[config.mk]
export PLATFORM = sky130hd
export DESIGN_NAME = seq_matcher_multi
export DESIGN_NICKNAME = d
export VERILOG_FILES = /design/src/rtl/seq_matcher_multi.sv
export SDC_FILE = /design/constraint.sdc
export NUM_CORES = 1
export LEC_CHECK = 0
export CAP_MARGIN = 20
export CORE_MARGIN = 10
export CORE_UTILIZATION = 45
export CTS_CLUSTER_SIZE = 10
export DETAILED_ROUTE_END_ITERATION = 16
export PLACE_DENSITY = 0.74
export SKIP_LAST_GASP = 1
export SYNTH_ARGS = -nofsm -noshare
export SYNTH_HDL_FRONTEND = slang
export SYNTH_SLANG_ARGS = --single-unit
[constraint.sdc]
create_clock -name i_clk -period 2.4 [get_ports i_clk]
set_clock_uncertainty 0.05 [all_clocks]
set_input_delay 0.72 -clock i_clk [delete_from_list [all_inputs] [get_ports i_clk]]
set_output_delay 0.72 -clock i_clk [all_outputs]
set_load 0.005 [all_outputs]
[src/rtl/seq_matcher_multi.sv]
// Multi-pattern symbol sequence matcher: shifts CE-strobed symbols into a history,
// compares against runtime-programmable patterns and keeps saturating hit counts.
module seq_matcher_multi #(
  parameter int DW     = 4,
  parameter int DEPTH  = 4,
  parameter int N_PAT  = 2,
  parameter int PSEL_W = 1,
  parameter int CNT_W  = 8,
  parameter logic [N_PAT*DEPTH*DW-1:0] PAT_INIT = {16'h5A5A, 16'h1234}
) (
  input  logic                     i_clk,
  input  logic                     i_rst,
  input  logic                     i_ce,
  input  logic [DW-1:0]            i_dat,
  input  logic                     i_mode_ovl,
  input  logic                     i_clr,
  input  logic                     i_pat_we,
  input  logic [PSEL_W-1:0]        i_pat_sel,
  input  logic [DEPTH*DW-1:0]      i_pat_dat,
  output logic [DEPTH*DW-1:0]      o_hist,
  output logic [DEPTH-1:0]         o_valid_mask,
  output logic [N_PAT-1:0]         o_hit,
  output logic                     o_any_hit,
  output logic [N_PAT*CNT_W-1:0]   o_hit_cnt
);

  localparam int HW     = DEPTH * DW;
  localparam int FILL_W = $clog2(DEPTH + 1);
  localparam logic [FILL_W-1:0] FILL_FULL = FILL_W'(DEPTH);
  localparam logic [CNT_W-1:0]  CNT_MAX   = {CNT_W{1'b1}};

  logic [HW-1:0]     r_hist;
  logic [FILL_W-1:0] r_fill;
  logic [HW-1:0]     r_pat [N_PAT];
  logic [N_PAT-1:0]  r_hit;
  logic              r_any_hit;
  logic [CNT_W-1:0]  r_cnt [N_PAT];

  logic [HW-1:0]     w_hist_nxt;
  logic [FILL_W-1:0] w_fill_inc;
  logic [N_PAT-1:0]  w_match;
  logic              w_pat_sel_ok;

  // Matching looks at the history as it will be after this CE, against the
  // pattern registers as they stand before any same-cycle pattern write.
  always_comb begin
    w_hist_nxt = {r_hist[HW-DW-1:0], i_dat};
    w_fill_inc = (r_fill == FILL_FULL) ? FILL_FULL : r_fill + FILL_W'(1);
    w_match    = '0;
    for (int p = 0; p < N_PAT; p++) begin
      w_match[p] = i_ce && (w_fill_inc == FILL_FULL) && (w_hist_nxt == r_pat[p]);
    end
    w_pat_sel_ok = (32'(i_pat_sel) < 32'(N_PAT));
  end

  // NOTE: all state here is sequential, so every assignment is non-blocking;
  // blocking assignments would let later statements see half-updated state.
  // NOTE: the pattern store is reset too: it is only N_PAT registers and must
  // come up holding PAT_INIT, so it is not treated as an unreset RAM.
  always_ff @(posedge i_clk) begin
    if (i_rst) begin
      r_hist    <= '0;
      r_fill    <= '0;
      r_hit     <= '0;
      r_any_hit <= 1'b0;
      for (int p = 0; p < N_PAT; p++) begin
        r_cnt[p] <= '0;
        r_pat[p] <= PAT_INIT[p*HW +: HW];
      end
    end else begin
      r_hit     <= '0;
      r_any_hit <= 1'b0;
      if (i_clr) begin
        r_hist <= '0;
        r_fill <= '0;
        for (int p = 0; p < N_PAT; p++) begin
          r_cnt[p] <= '0;
        end
      end else if (i_ce) begin
        r_hist    <= w_hist_nxt;
        r_hit     <= w_match;
        r_any_hit <= |w_match;
        // Non-overlap mode invalidates the whole history after any hit.
        r_fill    <= (!i_mode_ovl && (|w_match)) ? '0 : w_fill_inc;
        for (int p = 0; p < N_PAT; p++) begin
          if (w_match[p] && (r_cnt[p] != CNT_MAX)) begin
            r_cnt[p] <= r_cnt[p] + CNT_W'(1);
          end
        end
      end
      if (i_pat_we && w_pat_sel_ok) begin
        r_pat[i_pat_sel] <= i_pat_dat;
      end
    end
  end

  genvar gi;
  generate
    for (gi = 0; gi < DEPTH; gi++) begin : g_mask
      assign o_valid_mask[gi] = (r_fill > FILL_W'(gi));
    end
    for (gi = 0; gi < N_PAT; gi++) begin : g_cnt
      assign o_hit_cnt[gi*CNT_W +: CNT_W] = r_cnt[gi];
    end
  endgenerate

  assign o_hist    = r_hist;
  assign o_hit     = r_hit;
  assign o_any_hit = r_any_hit;

endmodule

# After elaboration in Yosys (flattened, before gate mapping)
# Memory sizes are Yosys's and may differ from the RTL's.
# Cells that the tools add are included.
# Widths: inputs -> output; s select.
# totals
reg_bits	22
ram_bits	48
output_inout_bits	39
wordCells	62
mem_count	2
# memory_table
name	words	width	rd	rd_clocked_by_memory_dff	wr	line	rtl
r_pat	2	16	2	0	2	34	logic [HW-1:0] r_pat [N_PAT];
r_cnt	2	8	2	0	2	37	logic [CNT_W-1:0] r_cnt [N_PAT];
# op_classes
n_addsub	3
n_lt_le_gt_ge	4
n_eq_ne	6
mux	27
bitwise	5
n_reduce_logical	11
# ops
op	count
$eq 16x16->1	2
$mux 8	4
$mux 1	20
$add 8x1->8 const B	2
$mux 16	1
$ne 8x8->1 const B	2
$reduce_or 16->1	1
$eq 3x3->1 const B	2
$gt 3x1->1 const B	2
$gt 3x2->1 const B	2
$logic_and 1x1->1	6
$mux 3	2
$or 1x1->1	4
$reduce_or 2->1	2
$add 3x1->3 const B	1
$reduce_or 3->1	1
$logic_not 1->1	1
$not 1->1	1

# Longest topological paths before layout
# Gate-level depths: netlist (run 1).
# depth
ltp_word	12
ltp_mapped	8
depth_no_buf	7

# Least setup slack after synthesis (run 1)
# No wires, ideal clock.
# synth_path
path_type	reg-to-reg
start	reg r_fill[0]
end	mem r_cnt[0][0], enable pin
setup_ns	0.384
arrival_time_ns	2.045
slack_ns	-0.079
path_stages_with_launch	8
n_path_buf	0
cell_sequence	dfxtp_1 -> ha_1 -> ha_1 -> nor2b_1 -> o21ai_1 -> nor3_2 -> nand3_1 -> o21ai_0
# synth_rtl
element	line	rtl
start: declaration	33	logic [FILL_W-1:0] r_fill;
start signal: assignment	84	r_fill <= (!i_mode_ovl && (|w_match)) ? '0 : w_fill_inc;
end: declaration	37	

# Worst setup path in the final report (run 1)
# layout_path
start	reg r_fill[0]
end	out o_valid_mask[0]
# layout_via
elab_chain_cells	1
# layout_lines
element	line	rtl
$gt 3x1->1	100	assign o_valid_mask[gi] = (r_fill > FILL_W'(gi));
end: declaration	21	output logic [DEPTH-1:0] o_valid_mask,
# No other way between the ends.

==> out/metrics.yaml, run 1 <==
drt:
  vias: 2300
  vias_per_cell: 4.89
  dr.pass1.iters: 4
  drt_iter0_drc: 75
  post_drt_wl_per_cell_um: 15.2
  drc_errors: 0
  postRouteAntennaNets: 0
  drt_wl_total_um: 7150
layout:
  fill_cells: 593
  drive_gt1_share_pct: 14.6
  antennaDiodeCount: 0
  final_nets: 400
  syn2layout_area_growth_pct: 32.8
floorplan:
  row_count: 31
  coreArea_um2: 7250
  start_util_pct: 46.4
  die_x_um: 107
  dieArea_um2: 11300
  die_y_um: 107
  io_pins: 66
critical_path:
  r2r_setup_slack_ps: 260
  required_ps: 1630
  arrival_ps: 1520
  cp_slowest_cell: "clkdlybuf4s50_1"
  cpPeakStageDelay_ps: 490
  endpoint_kind: "primary output"
  cp-start-kind: "register"
  reg2reg_from: "r_fill[0]"
  r2r_cells: 9
  path_cells: "inv_1, ha_2, nand2_1, clkdlybuf4s50_1"
  crit_buf_inv: 2
  crit_fanout: 7
  path_class: "register to primary output"
  critPathTopFamily: "buffers and inverters"
  r2r-end: "r_cnt[0][1]"
yosys:
  syn_inst: 282
  syn_area_um2: 3370
  postSynthNetCount: 316
  syn_avg_cell_area_um2: 11.9
  synth_warnings: 0
  synth_xor_xnor_area_share_pct: 11.4
  yosys.area_share.simple_pct: 16.9
  ys_seq_area_share_pct: 55.9
  ys_seq_elements: 70
  synth_cell_type_count: 36
  synth_compound_area_share_pct: 6.24
  synthAdderAreaFrac_pct: 2.60
  synth_top_family_by_area: "simple AND/OR/NAND/NOR gates"
  synthMuxAreaShare_pct: 5.05
min_path:
  min_path_cells: 2
  min_to: "o_hist[15]"
  holdCritPathClass: "register to register"
  min-delay-start: "o_hist[15]"
run_status:
  status: "finished, final reports clean"
global_route:
  use_met1_pct: 15.0
  met3_usage_pct: 3.86
  grt_pass1_wl_um: 11900
  grt_max_degree: 21
  antenna_found_initial: 0
  grt.overflow.total: 0
  first_global_vias: 2428
  use_met2_pct: 22.5
  top_usage_layer: "met2"
  grt_usage_pct: 13.0
clock_network:
  clkLatencyLatePin_ps: 340
  clk_pin_slew_ps: 70
  cts_sinks: 70
  cts_tree: "yes"
  htreeDepth: 3
  numCtsBuffers: 9
  cts_max_path_buffers: 2
  root_buffer: "clkbuf_8"
timing:
  hold_slack_ps: 449
  clock.fmax_ghz: 0.436
  setup_tns_ps: 0
  rsz0062_at_grt: "false"
  finalSetupViolCount: 0
  relSlewSlack_pct: 72.1
  hold_viol: 0
  tightest_slew_ps: 419
  maxSlewViolCount: 0
  period_needed_ps: 2290
  fin_crit_sh_pct: 95.5
placement:
  dp_hpwl_um: 5470
  gp_congestion: 0.761
  portBuffers: 65
power:
  ir_drop_mv: 0.318
  power.density_nw_per_um2: 590
  p_leak_uw: 0.00160
  finalPower_uw: 2640
flow_run:
  maxCapViolations: 0
-- synthesized netlist by cell type --
cell	number	area, um2
dfxtp_1	22	440
ha_1	7	87.6
o21a_1	1	7.51
o2111ai_4	1	26.3
buf_6	2	22.5
nor3_1	2	10.0
nand2_1	10	37.5
and3_1	1	6.26
xor2_1	10	87.6
xnor2_1	34	298
nor2b_1	2	12.5
a21boi_0	2	15.0
and3b_1	1	8.76
nor3_4	1	16.3
a311oi_1	1	8.76
nand4_1	6	37.5
nand3_1	9	45.0
nand4_2	2	25.0
inv_1	4	15.0
and2_1	20	125
or2_2	3	18.8
nor3_2	2	20.0
mux2i_1	17	170
a21oi_2	9	78.8
a21oi_1	8	40.0
edfxtp_1	48	1440
nor3b_1	1	7.51
o31a_1	1	8.76
nor2_1	30	113
nand2b_1	13	81.3
buf_1	1	3.75
buf_2	2	10.0
or3_1	1	6.26
o21ai_0	4	20.0
o21ai_1	1	5.00
clkbuf_1	3	11.3
-- per-stage QoR --
step	util [%]	instance area (um2)	cells	setup slack (ps)
3_3_place_gp	58.4	4230	453	-248
2_1_floorplan	-	3370	282	139
6_report	61.7	4470	470	107
5_1_grt	61.7	4470	470	8.39
4_1_cts	61.4	4450	469	-82.2
3_5_place_dp	58.4	4230	453	-361
-- power by group --
part           switching [uW]  internal (uW)
Clock                     435            567
Sequential               38.6           1350
Combinational             106            143
-- sequential cells by signal, summed over array words and instances (netlist names) --
name	flops
r_pat	32
o_hit	2
r_cnt	16
o_any_hit	1
r_fill	3
o_hist	16
-- worst register-to-register path, stage by stage (launching register included) --
cell      delay (ps)
dfxtp_4          370
ha_1             190
ha_1             290
nor2b_1          140
o21ai_1          100
nor3_2           240
buf_4            140
nand4_2          120
buf_12           190
a21boi_0         170
-- logic make-up after synthesis --
kind of cell,Yosys count
buffers and inverters,12
muxes,17
DFF,70
xor gates and xnor gates,44
adders and majority gates,7
AOI/OAI and AO/OA,28
and+or+nand+nor,104
-- cells in the final DEF (no fill, tap or decap), drive strengths merged, types with 12 or more instances in the layout --
cell type	netlist	final
dfxtp	22	22
clkbuf	3	12
mux2i	17	17
nand2b	13	13
buf	5	16
a21oi	17	17
nor2	30	30
edfxtp	48	48
and2	20	20
xnor2	34	34
clkdlybuf4s50	0	62
-- area by class of cell --
class                           count  area, um2  share of cell area, %
Inverter                            4       15.0                  0.336
Clock inverter                      4       53.8                   1.20
Multi-Input combinational cell    200       1430                   32.0
Tap cell                           99        124                   2.77
Clock buffer                       12        165                   3.69
Timing Repair Buffer               81        796                   17.8
Sequential cell                    70       1890                   42.2
-- metal layers --
metal | vias to the layer above | routed length (um)
met3 | 8 | 351
met5 | - | 0
li1 | 1151 | -
met2 | 52 | 3530
met1 | 1089 | 3190
met4 | 0 | 73
-- worst max path at each step --
stage | start | end | slack [ps] | depth (start not counted)
detailed placement | i_dat[1] | r_cnt[0][15] | -360 | 6
global route | i_dat[1] | r_cnt[0][2] | 8 | 7
finish | r_fill[0] | o_valid_mask[0] | 110 | 4
CTS | r_fill[0] | o_valid_mask[2] | -80 | 4
global placement | i_dat[0] | r_cnt[0][11] | -250 | 6
floorplan | r_fill[0] | r_cnt[0][0] | 140 | 7
-- what timing repair did --
action | CTS | global route
resized for setup | 5 | 4
endpoints found under the setup margin | 10 | 9
buffers inserted | 0 | 1
pin swaps | 0 | 1
hold buffers | 0 | 0
Note: power is estimated with default switching activity, not from simulation.
==> run 2: changes to the inputs <==
Settings changed: CAP_MARGIN 20 to 25.
==> results of run 2 <==
The final DEF is identical to that of run 1; final timing and power are the same.
